===== src/rtl/stage_sequencer_if.sv =====
// Control bundle between the stage sequencer and its consumers: stall/opcode in, stage/retire status out.
interface stage_sequencer_if #(
    parameter int unsigned CNT_W = 16
);
    logic             stall;
    logic [3:0]       opcode_type;
    logic [2:0]       pipeline_stage;
    logic             cycle_count;
    logic             instr_retired;
    logic [CNT_W-1:0] retired_count;

    // slave: the sequencer itself; master: the decoder/control side around it
    modport slave (
        input  stall,
        input  opcode_type,
        output pipeline_stage,
        output cycle_count,
        output instr_retired,
        output retired_count
    );

    modport master (
        output stall,
        output opcode_type,
        input  pipeline_stage,
        input  cycle_count,
        input  instr_retired,
        input  retired_count
    );
endinterface


===== src/rtl/stage_sequencer.sv =====
// Multicycle IF->ID->EX->MEM->WB sequencer for the AVR-subset CPU.
// RCALL/RET take a second MEM cycle; retirements are pulsed and counted.
module stage_sequencer #(
    parameter int unsigned CNT_W = 16
) (
    input  logic              clk,
    input  logic              reset,
    stage_sequencer_if.slave  bus
);
    localparam logic [2:0] STAGE_IF  = 3'd0;
    localparam logic [2:0] STAGE_ID  = 3'd1;
    localparam logic [2:0] STAGE_EX  = 3'd2;
    localparam logic [2:0] STAGE_MEM = 3'd3;
    localparam logic [2:0] STAGE_WB  = 3'd4;

    localparam logic [3:0] TYPE_RCALL = 4'd9;
    localparam logic [3:0] TYPE_RET   = 4'd10;

    logic [2:0]       stage_q, stage_d;
    logic             cc_q, cc_d;
    logic             two_mem_q, two_mem_d;
    logic [CNT_W-1:0] cnt_q, cnt_d;

    always_comb begin
        stage_d   = stage_q;
        cc_d      = cc_q;
        two_mem_d = two_mem_q;
        cnt_d     = cnt_q;
        if (!bus.stall) begin
            case (stage_q)
                STAGE_IF: stage_d = STAGE_ID;
                STAGE_ID: begin
                    stage_d   = STAGE_EX;
                    two_mem_d = (bus.opcode_type == TYPE_RCALL) || (bus.opcode_type == TYPE_RET);
                end
                STAGE_EX: stage_d = STAGE_MEM;
                STAGE_MEM: begin
                    // second stack access: linger one extra cycle in MEM
                    if (!cc_q && two_mem_q) begin
                        cc_d = 1'b1;
                    end else begin
                        stage_d = STAGE_WB;
                        cc_d    = 1'b0;
                    end
                end
                STAGE_WB: begin
                    stage_d = STAGE_IF;
                    cnt_d   = cnt_q + CNT_W'(1);
                end
                default: begin
                    stage_d = STAGE_IF;
                    cc_d    = 1'b0;
                end
            endcase
        end
    end

    always_ff @(posedge clk or negedge reset) begin
        if (!reset) begin
            stage_q   <= STAGE_IF;
            cc_q      <= 1'b0;
            two_mem_q <= 1'b0;
            cnt_q     <= '0;
        end else begin
            stage_q   <= stage_d;
            cc_q      <= cc_d;
            two_mem_q <= two_mem_d;
            cnt_q     <= cnt_d;
        end
    end

    assign bus.pipeline_stage = stage_q;
    assign bus.cycle_count    = cc_q;
    assign bus.instr_retired  = (stage_q == STAGE_WB) && !bus.stall;
    assign bus.retired_count  = cnt_q;
endmodule


===== src/flat_wrapper.sv =====
// flat-port wrapper written by rule: the top's interface ports become plain ports
module stage_sequencer_flat 
#(
    parameter int unsigned CNT_W = 16
)
  (clk, reset, bus_stall, bus_opcode_type, bus_pipeline_stage, bus_cycle_count, bus_instr_retired, bus_retired_count);
  stage_sequencer_if #(.CNT_W(CNT_W)) bus_i ();
  input  logic clk;
  input  logic reset;
  input wire logic [$bits(bus_i.stall)-1:0] bus_stall;
  input wire logic [$bits(bus_i.opcode_type)-1:0] bus_opcode_type;
  output wire logic [$bits(bus_i.pipeline_stage)-1:0] bus_pipeline_stage;
  output wire logic [$bits(bus_i.cycle_count)-1:0] bus_cycle_count;
  output wire logic [$bits(bus_i.instr_retired)-1:0] bus_instr_retired;
  output wire logic [$bits(bus_i.retired_count)-1:0] bus_retired_count;
  assign bus_i.stall = bus_stall;
  assign bus_i.opcode_type = bus_opcode_type;
  assign bus_pipeline_stage = bus_i.pipeline_stage;
  assign bus_cycle_count = bus_i.cycle_count;
  assign bus_instr_retired = bus_i.instr_retired;
  assign bus_retired_count = bus_i.retired_count;
  stage_sequencer #(.CNT_W(CNT_W)) u_core (.clk(clk), .reset(reset), .bus(bus_i));
endmodule

===== config.mk =====
export PLATFORM = sky130hd
export DESIGN_NAME = stage_sequencer_flat
export DESIGN_NICKNAME = d
export VERILOG_FILES = /design/src/rtl/stage_sequencer_if.sv /design/src/rtl/stage_sequencer.sv /design/src/flat_wrapper.sv
export SDC_FILE = /design/constraint.sdc
export NUM_CORES = 1
export LEC_CHECK = 0
export ABC_AREA = 1
export BUFFER_PORTS_ARGS = -buffer_cell sky130_fd_sc_hd__buf_2
export CAP_MARGIN = 0
export CORE_MARGIN = 2
export CORE_UTILIZATION = 50
export CTS_CLUSTER_SIZE = 16
export DETAILED_ROUTE_END_ITERATION = 10
export PLACE_DENSITY = 0.75
export SETUP_SLACK_MARGIN = 0.4
export SLEW_MARGIN = 0
export SYNTH_ARGS = -nofsm -noshare
export SYNTH_HDL_FRONTEND = slang
export SYNTH_SLANG_ARGS = --single-unit

===== constraint.sdc =====
create_clock -name clk -period 1.7 [get_ports clk]
set_clock_uncertainty 0.15 [all_clocks]
set_input_delay 0.34 -clock clk [delete_from_list [all_inputs] [get_ports clk]]
set_output_delay 0.34 -clock clk [all_outputs]
set_load 0.005 [all_outputs]

After elaboration in Yosys (flattened, before gate mapping)
Cells that the tools add are included.
{ "totals": {"register_bits": 21, "in_bits": 7, "out_inout_bits": 21, "wordCells": 29} }
{ "op_classes": {"n_addsub": 1, "eq_ne": 7, "n_mux": 4, "bitwise_logic": 2, "n_reduce_logical": 11} }
{ "ops": {"columns": ["operator", "count"], "rows": [
  ["adder 16 x 1 -> 16 bit (second input constant)", 1],
  ["case mux 3 bit (4 select lines)", 1],
  ["== test 4 bit (second input constant)", 2],
  ["AND reduction 2 bit", 4],
  ["== test 3 x 2 -> 1 bit (second input constant)", 2],
  ["OR reduction 4 bit", 1],
  ["== test 3 x 1 -> 1 bit (second input constant)", 1],
  ["== test 3 bit (second input constant)", 1],
  ["zero test 3 bit", 1],
  ["2-to-1 mux 3 bit", 1],
  ["logical AND 1 bit", 2],
  ["zero test 1 bit", 2],
  ["inequality test 2 bit (second input constant)", 1],
  ["inverter 1 bit", 2],
  ["case mux 1 bit (2 select lines)", 1],
  ["logical OR 1 bit", 1],
  ["2-to-1 mux 1 bit", 1]
]} }

Logic depth before layout (Yosys ltp)
Gate-level depths: netlist of the first run.
{ "depth": {"depth_word": 4, "depth_mapped": 8, "mapped_depth_nobuf": 8} }

Worst setup path after synthesis of the first run
Ideal clock, no wire load.
{ "synth_timing": {"path_kind": "reg2reg", "from": "reg u_core.cnt_q[0] (netlist: u_core.bus.retired_count[0])", "to": "reg u_core.cnt_q[14] (netlist: u_core.bus.retired_count[14])", "setup_time_ps": 117, "t_arrival_ps": 1210, "required_time_ps": 1433, "setup_slack_ps": 224, "path_stages_with_launch": 9, "n_path_buf": 0, "period_less_slack_ps": 1476, "cell_sequence": "dfrtp_1 -> ha_1 -> nand3_2 -> nor2_2 -> nand2_1 -> nor2_2 -> nand2_1 -> nand2_1 -> nand2_1"} }
{ "synth_via": {"elab_chain_len": 1} }
{ "synth_lines": {"columns": ["item", "line_no", "rtl"], "rows": [
  ["from (decl)", "stage_sequencer.sv:22", "logic [CNT_W-1:0] cnt_q, cnt_d;"],
  ["from (signal assigned)", "stage_sequencer.sv:68", "cnt_q <= cnt_d;"],
  ["adder 16 x 1 -> 16 bit", "stage_sequencer.sv:48", "cnt_d = cnt_q + CNT_W'(1);"]
]} }
No other way between the ends.
A chain may end at the register's enable or synchronous reset.

Worst setup path after layout of the first run
{ "layout_timing": {"from": "reg u_core.stage_q[0] (netlist: u_core.bus.pipeline_stage[0])", "to": "out bus_instr_retired"} }
{ "layout_via": {"elab_chain_len": 2} }
{ "layout_lines": {"columns": ["item", "line_no", "rtl"], "rows": [
  ["from (decl)", "stage_sequencer.sv:19", "logic [2:0] stage_q, stage_d;"],
  ["from (signal assigned)", "stage_sequencer.sv:65", "stage_q <= stage_d;"],
  ["== test 3 bit", "stage_sequencer.sv:74", "assign bus.instr_retired = (stage_q == STAGE_WB) && !bus.stall;"],
  ["logical AND 1 bit", "stage_sequencer.sv:74", null],
  ["to (decl)", "flat_wrapper.sv:14", "output wire logic [$bits(bus_i.instr_retired)-1:0] bus_instr_retired;"]
]} }
No other way between the ends.

==> results.cfg, run 1 <==
[status]
outcome = finished clean

[worst_setup_path]
cp_slowest_cell = dfrtp_1
crit_arrival_ns = 1.07
reg2reg_depth = 6
crit_required_ns = 1.21
worst-setup-path-type = flip-flop to output port
cpPeakStageDelay_ns = 0.41
start_kind = flip-flop
crit_fanout = 2
crit_chain = inv_2 -> nand2_4 -> nor2_8 -> buf_6
crit_cells = 4
critPathBufInv = 2
end_kind = output port
path_delay_family = flip-flops

[power]
irDropWorstVdd_mv = 0.873
seqPwrFrac_pct = 40.3
sw_frac_of_total_pct = 37.1
clkPwrFrac_pct = 14.9
leakagePower_nw = 0.938
p_per_area_mw_per_mm2 = 969
power.switching_mw = 0.625
p_int_mw = 1.06
combPwrFrac_pct = 44.8

[logic_synthesis]
netlist_area_mm2 = 0.00120
muxShareOfSynthArea_pct = 0
async_flop_share_pct = 100
synth-edff-count = 0
yosys_warnings = 0
synth_top_family_by_area = simple AND/OR/NAND/NOR gates
synth_cells = 142
avgSynthCellArea_um2 = 8.42
yosys.area_share.simple_pct = 39.0
synthAdderAreaFrac_pct = 1.05
syn_nets = 150
synth-compound-area-share_pct = 4.39
ys_types = 25
synthFlopType = dfrtp_1
seq_area_frac_synth_pct = 43.9
ys_ff_latch = 21
synth_xor_area_share_pct = 6.59

[final_layout]
final_common_cell = nand2_1
nNetsFinal = 212
drive_gt1_share_pct = 47.8
postLayoutCoreUtil_pct = 77.8
n_antenna_cell = 0
syn2layout_area_growth_pct = 45.2
fillers = 158
final_cell_mix = nand2_1, buf_4, buf_2, dfrtp_1, inv_1

[global_routing]
antenna_found_initial = 0
grt_max_degree = 22
first_global_vias = 1085
grt_overflow = 0
grt.total_usage_pct = 24.1
grt_pass1_wl_um = 4830

[clock_network]
clock-sinks = 21
root_buffer = clkbuf_4
clock_latency_ns = 0.32
cts-htree-levels = 1
clockBufferDepth = 2
clkSlewWorstSetupHoldPaths_ns = 0.11
cts_tree = yes
numCtsBuffers = 3

[floorplanning]
ios = 28
die_w_um = 52.9
core_mm2 = 0.00223
start_util_pct = 53.6
die_h_um = 52.9
fp-row-count = 17
die_area_mm2 = 0.00280

[placed_design]
io_buffers = 27
gp_congestion = 0.845
dp_hpwl_um = 1920

[timing]
final.setup.tns_ns = 0
grt_setup_unrepaired = true
slew_headroom_pct = 67.9
finalCriticalPeriod_ns = 1.56
timing.final.max_slew_violations = 0
setup_viol = 0
fin_crit_sh_pct = 92.0
finalHoldViolCount = 0
max_clock_freq_mhz = 639
worst_slew_pin_slew_ns = 0.482

[drt]
drt.antenna.violating_nets = 0
num_vias = 1181
via_per_inst = 5.11
first_iter_violations = 28
drc = 0
wl_per_cell_um = 13.7
wl_um = 3170
dr.pass1.iters = 4

[flow_run]
maxCapViolations = 0

[worst_hold_path]
hold_depth = 3
min_path_type = primary input to flip-flop
==> layer usage <==
layer,GRT usage [%],vias up,routed length (um)
met2,43.3,26,1740
met5,0,-,0
met3,2.54,7,104
li1,-,581,-
met4,8.97,0,53
met1,29.4,567,1270
==> final timing paths <==
check	from	to	slack [ns]
worst max register to register	u_core.bus.pipeline_stage[0]	u_core.bus.pipeline_stage[0]	0.21
worst min-delay path	bus_stall	u_core.bus.pipeline_stage[2]	0.21
max in group asynchronous	reset	u_core.bus.retired_count[7]	0.69
min in group asynchronous	reset	u_core.bus.retired_count[10]	0.34
worst max-delay path	u_core.bus.pipeline_stage[0]	bus_instr_retired	0.14
worst min register to register	u_core.bus.retired_count[15]	u_core.bus.retired_count[15]	0.41
==> cells by family after synthesis <==
kind of cell	after synthesis
AND/OR/NAND/NOR	85
flip-flops	21
buffers and inverters	16
AO/OA/AOI/OAI	10
XOR/XNOR	9
adder cells (fa/ha/maj)	1
==> power groups by stage <==
stage / clock (mW) / combinational (mW) / sequential [mW]
after floorplan: 0 / 0.259 / 0.716
after global placement: 0 / 0.398 / 0.714
after detailed placement: 0 / 0.413 / 0.723
after CTS: 0.253 / 0.673 / 0.677
after global routing: 0.271 / 0.809 / 0.690
final: 0.251 / 0.754 / 0.678
==> synthesized netlist by cell type (2+ instances only) <==
library cell | count | share of area [%]
xnor2_1 | 6 | 4.4
nand2_1 | 39 | 12
nand2_4 | 2 | 1.9
o21ai_0 | 4 | 1.7
nand3_1 | 4 | 1.7
a21oi_1 | 4 | 1.7
inv_2 | 3 | 0.94
nand3b_1 | 2 | 1.3
nand4_1 | 8 | 4.2
nand2_2 | 2 | 1.0
nor2_1 | 14 | 4.4
nand3_2 | 3 | 2.5
dfrtp_1 | 21 | 44
nor2_2 | 4 | 2.1
xor2_1 | 3 | 2.2
inv_1 | 13 | 4.1
nor2_4 | 2 | 1.9
==> cell type report <==
class | count | area, um2 | share of cell area (%)
multi-input combinational | 105 | 697 | 40.1
sequential | 21 | 533 | 30.7
timing repair buffer | 57 | 385 | 22.2
clock buffer | 4 | 26.3 | 1.51
inverter | 16 | 60.1 | 3.46
tap | 28 | 35.0 | 2.02
==> tightest hold or removal path, delay by kind of cell <==
family	cells	cell delay, ns
AOI/OAI and AO/OA	1	0.08
buffers and inverters	2	0.23
==> sequential cells by signal, summed over array words and instances, names as in the netlist <==
signal                     cells
u_core.two_mem_q               1
u_core.bus.cycle_count         1
u_core.bus.retired_count      16
u_core.bus.pipeline_stage      3
==> timing repair <==
item / CTS / global route
pin swaps: 6 / 3
endpoints found under the hold margin: 21 / 0
hold buffers: 1 / 0
endpoints found under the setup margin: 39 / 42
resized for setup: 12 / 14
buffers inserted: 26 / 3
==> through the flow <==
stage                     power (mW)  area [um2]  setup WS (ns)  std cells  hold WS (ns)
after floorplan                0.975        1210          0.273        142        -0.106
after global placement          1.11        1380          0.248        197         0.176
after detailed placement        1.14        1380          0.216        197         0.173
after CTS                       1.60        1650          0.112        228         0.211
after global routing            1.77        1740         0.0888        231         0.238
final                           1.68        1740          0.135        231         0.212
Power figures use the tool's default switching activity.
==> run 2: changes to the inputs <==
--- a/config.mk
+++ b/config.mk
@@ -13,7 +13,6 @@
 export CTS_CLUSTER_SIZE = 16
 export DETAILED_ROUTE_END_ITERATION = 10
 export PLACE_DENSITY = 0.75
-export SETUP_SLACK_MARGIN = 0.4
 export SLEW_MARGIN = 0
 export SYNTH_ARGS = -nofsm -noshare
 export SYNTH_HDL_FRONTEND = slang
==> constraint.sdc (replaced) <==
create_clock -name clk -period 1.7 [get_ports clk]
set_clock_uncertainty 0.15 [all_clocks]
set_input_delay 0.085 -clock clk [delete_from_list [all_inputs] [get_ports clk]]
set_output_delay 0.085 -clock clk [all_outputs]
set_load 0.005 [all_outputs]
==> run 2 against run 1 <==
  * Non-clock buffer count decreased by 23
  * First-iteration DRC count shrank 25%
  * Via count fell by 9.1%
  * Count of clock-buffer cells in the layout unchanged
  * Critical path depth rose by 3
  * Combinational power shrank 42%
  * Global-route usage fell by 2.2 points
  * Clock power barely moved
  * Register-to-register slack lost 0.06 ns
  * Sequential share of layout area increased by 5.3 points
  * Fmax is 1.3% lower
==> results.cfg, run 2 (synthesis gave the netlist of run 1 again) <==
[status]
outcome = finished clean

[clock_network]
cts-htree-levels = 1
cts_setup_buffers = 0
numCtsBuffers = 3
root_buffer = clkbuf_4
clock_latency_ns = 0.31
clkSlewWorstSetupHoldPaths_ns = 0.11
clockBufferDepth = 2
clock-sinks = 21
cts_tree = yes

[timing]
setup_viol = 0
grt_setup_unrepaired = false
slew_headroom_pct = 68.1
fin_crit_sh_pct = 93.2
finalCriticalPeriod_ns = 1.58
max_clock_freq_mhz = 631
final.setup.tns_ns = 0
worst_slew_pin_slew_ns = 0.478
finalHoldViolCount = 0
timing.final.max_slew_violations = 0
whs_ns = 0.102

[placed_design]
dp_hpwl_um = 1930
gp_congestion = 0.877
io_buffers = 27

[worst_setup_path]
cpPeakStageDelay_ns = 0.57
worst-setup-path-type = primary input to flip-flop
crit_required_ns = 1.79
r2r_end = u_core.bus.retired_count[14]
worstReg2RegStart = u_core.bus.retired_count[1]
crit_fanout = 1
reg2reg_slack_ns = 0.15
crit_chain = dlygate4sd3_1 -> buf_2 -> nand3b_1 -> dlygate4sd3_1 -> nor2_1 -> nand2_1 -> o21ai_0
worst_path_most_repeated_cell = dlygate4sd3_1
reg2reg_depth = 8
start_kind = primary input
path_delay_family = buffers and inverters
cp_slowest_cell = dlygate4sd3_1
critPathBufInv = 3
crit_arrival_ns = 1.67
end_kind = flip-flop

[final_layout]
multi_input_area_um2 = 611
final_common_cell = nand2_1
syn2layout_area_growth_pct = 22.1
n_antenna_cell = 0
largest_register_ffs = 16
regArea_um2 = 526
fillers = 208
drive_gt1_share_pct = 28.3
nNetsFinal = 189
final_cell_mix = nand2_1, buf_2, dfrtp_1, nor2_1, inv_1

[drt]
wl_um = 2600
num_vias = 1073
wl_per_cell_um = 12.5
first_iter_violations = 21
dr.pass1.iters = 4
via_per_inst = 5.16
drc = 0
drt.antenna.violating_nets = 0

[global_routing]
grt.total_usage_pct = 21.9
grt_pass1_wl_um = 4420
first_global_vias = 1053
grt_max_degree = 22
antenna_found_initial = 0
grt_overflow = 0

[flow_run]
maxCapViolations = 0

[floorplanning]
die_w_um = 52.9
start_util_pct = 53.6
die_area_mm2 = 0.00280
fp-row-count = 17
die_h_um = 52.9
core_mm2 = 0.00223
ios = 28

[worst_hold_path]
min_path_type = primary input to async pin

[power]
leakagePower_nw = 0.767
irDropWorstVdd_mv = 0.700
p_per_area_mw_per_mm2 = 947
==> run 2: area by class of cell <==
class / count / share of cell area [%]
repair buffers: 34 / 13.9
flip-flops and latches: 21 / 36.0
inverters: 16 / 4.11
clock buffers: 4 / 1.80
multi-input cells: 105 / 41.8
well taps: 28 / 2.40
==> run 2: worst max-delay path by stage <==
stage / from / to / slack [ns] / cells past startpoint
floorplan: u_core.bus.retired_count[0] / u_core.bus.retired_count[14] / 0.22 / 8
global placement: u_core.bus.retired_count[1] / u_core.bus.retired_count[14] / 0.23 / 8
detailed placement: u_core.bus.retired_count[1] / u_core.bus.retired_count[14] / 0.18 / 8
CTS: bus_opcode_type[2] / u_core.two_mem_q / 0.15 / 7
global route: u_core.bus.retired_count[1] / u_core.bus.retired_count[14] / 0.06 / 8
finish: bus_opcode_type[2] / u_core.two_mem_q / 0.12 / 7
==> run 2: power breakdown <==
group,switching (mW),internal [mW]
Combinational,0.259,0.182
Sequential,0.105,0.589
Clock,0.156,0.0918
==> run 2: through the flow <==
step	power [mW]	utilization [%]	cell area [um2]	cells	setup WS, ns
final	1.38	65.4	1460	208	0.115
after global routing	1.48	65.4	1460	208	0.0650
after CTS	1.40	65.4	1460	208	0.150
after detailed placement	1.14	61.5	1370	198	0.180
after global placement	1.12	61.5	1370	198	0.233
after floorplan	0.963	-	1200	142	0.224
==> run 2: routing by layer <==
layer / track usage [%] / share of wire (%)
met3: 2.54 / 3.0
met1: 23.5 / 41
met5: 0 / 0
met2: 42.1 / 54
met4: 9.83 / 1.9
==> run 2: what timing repair did <==
action,4_1_cts,5_1_grt
hold buffers,6,0
resized for setup,0,0
setup endpoints to repair,0,0
hold endpoints to repair,23,0
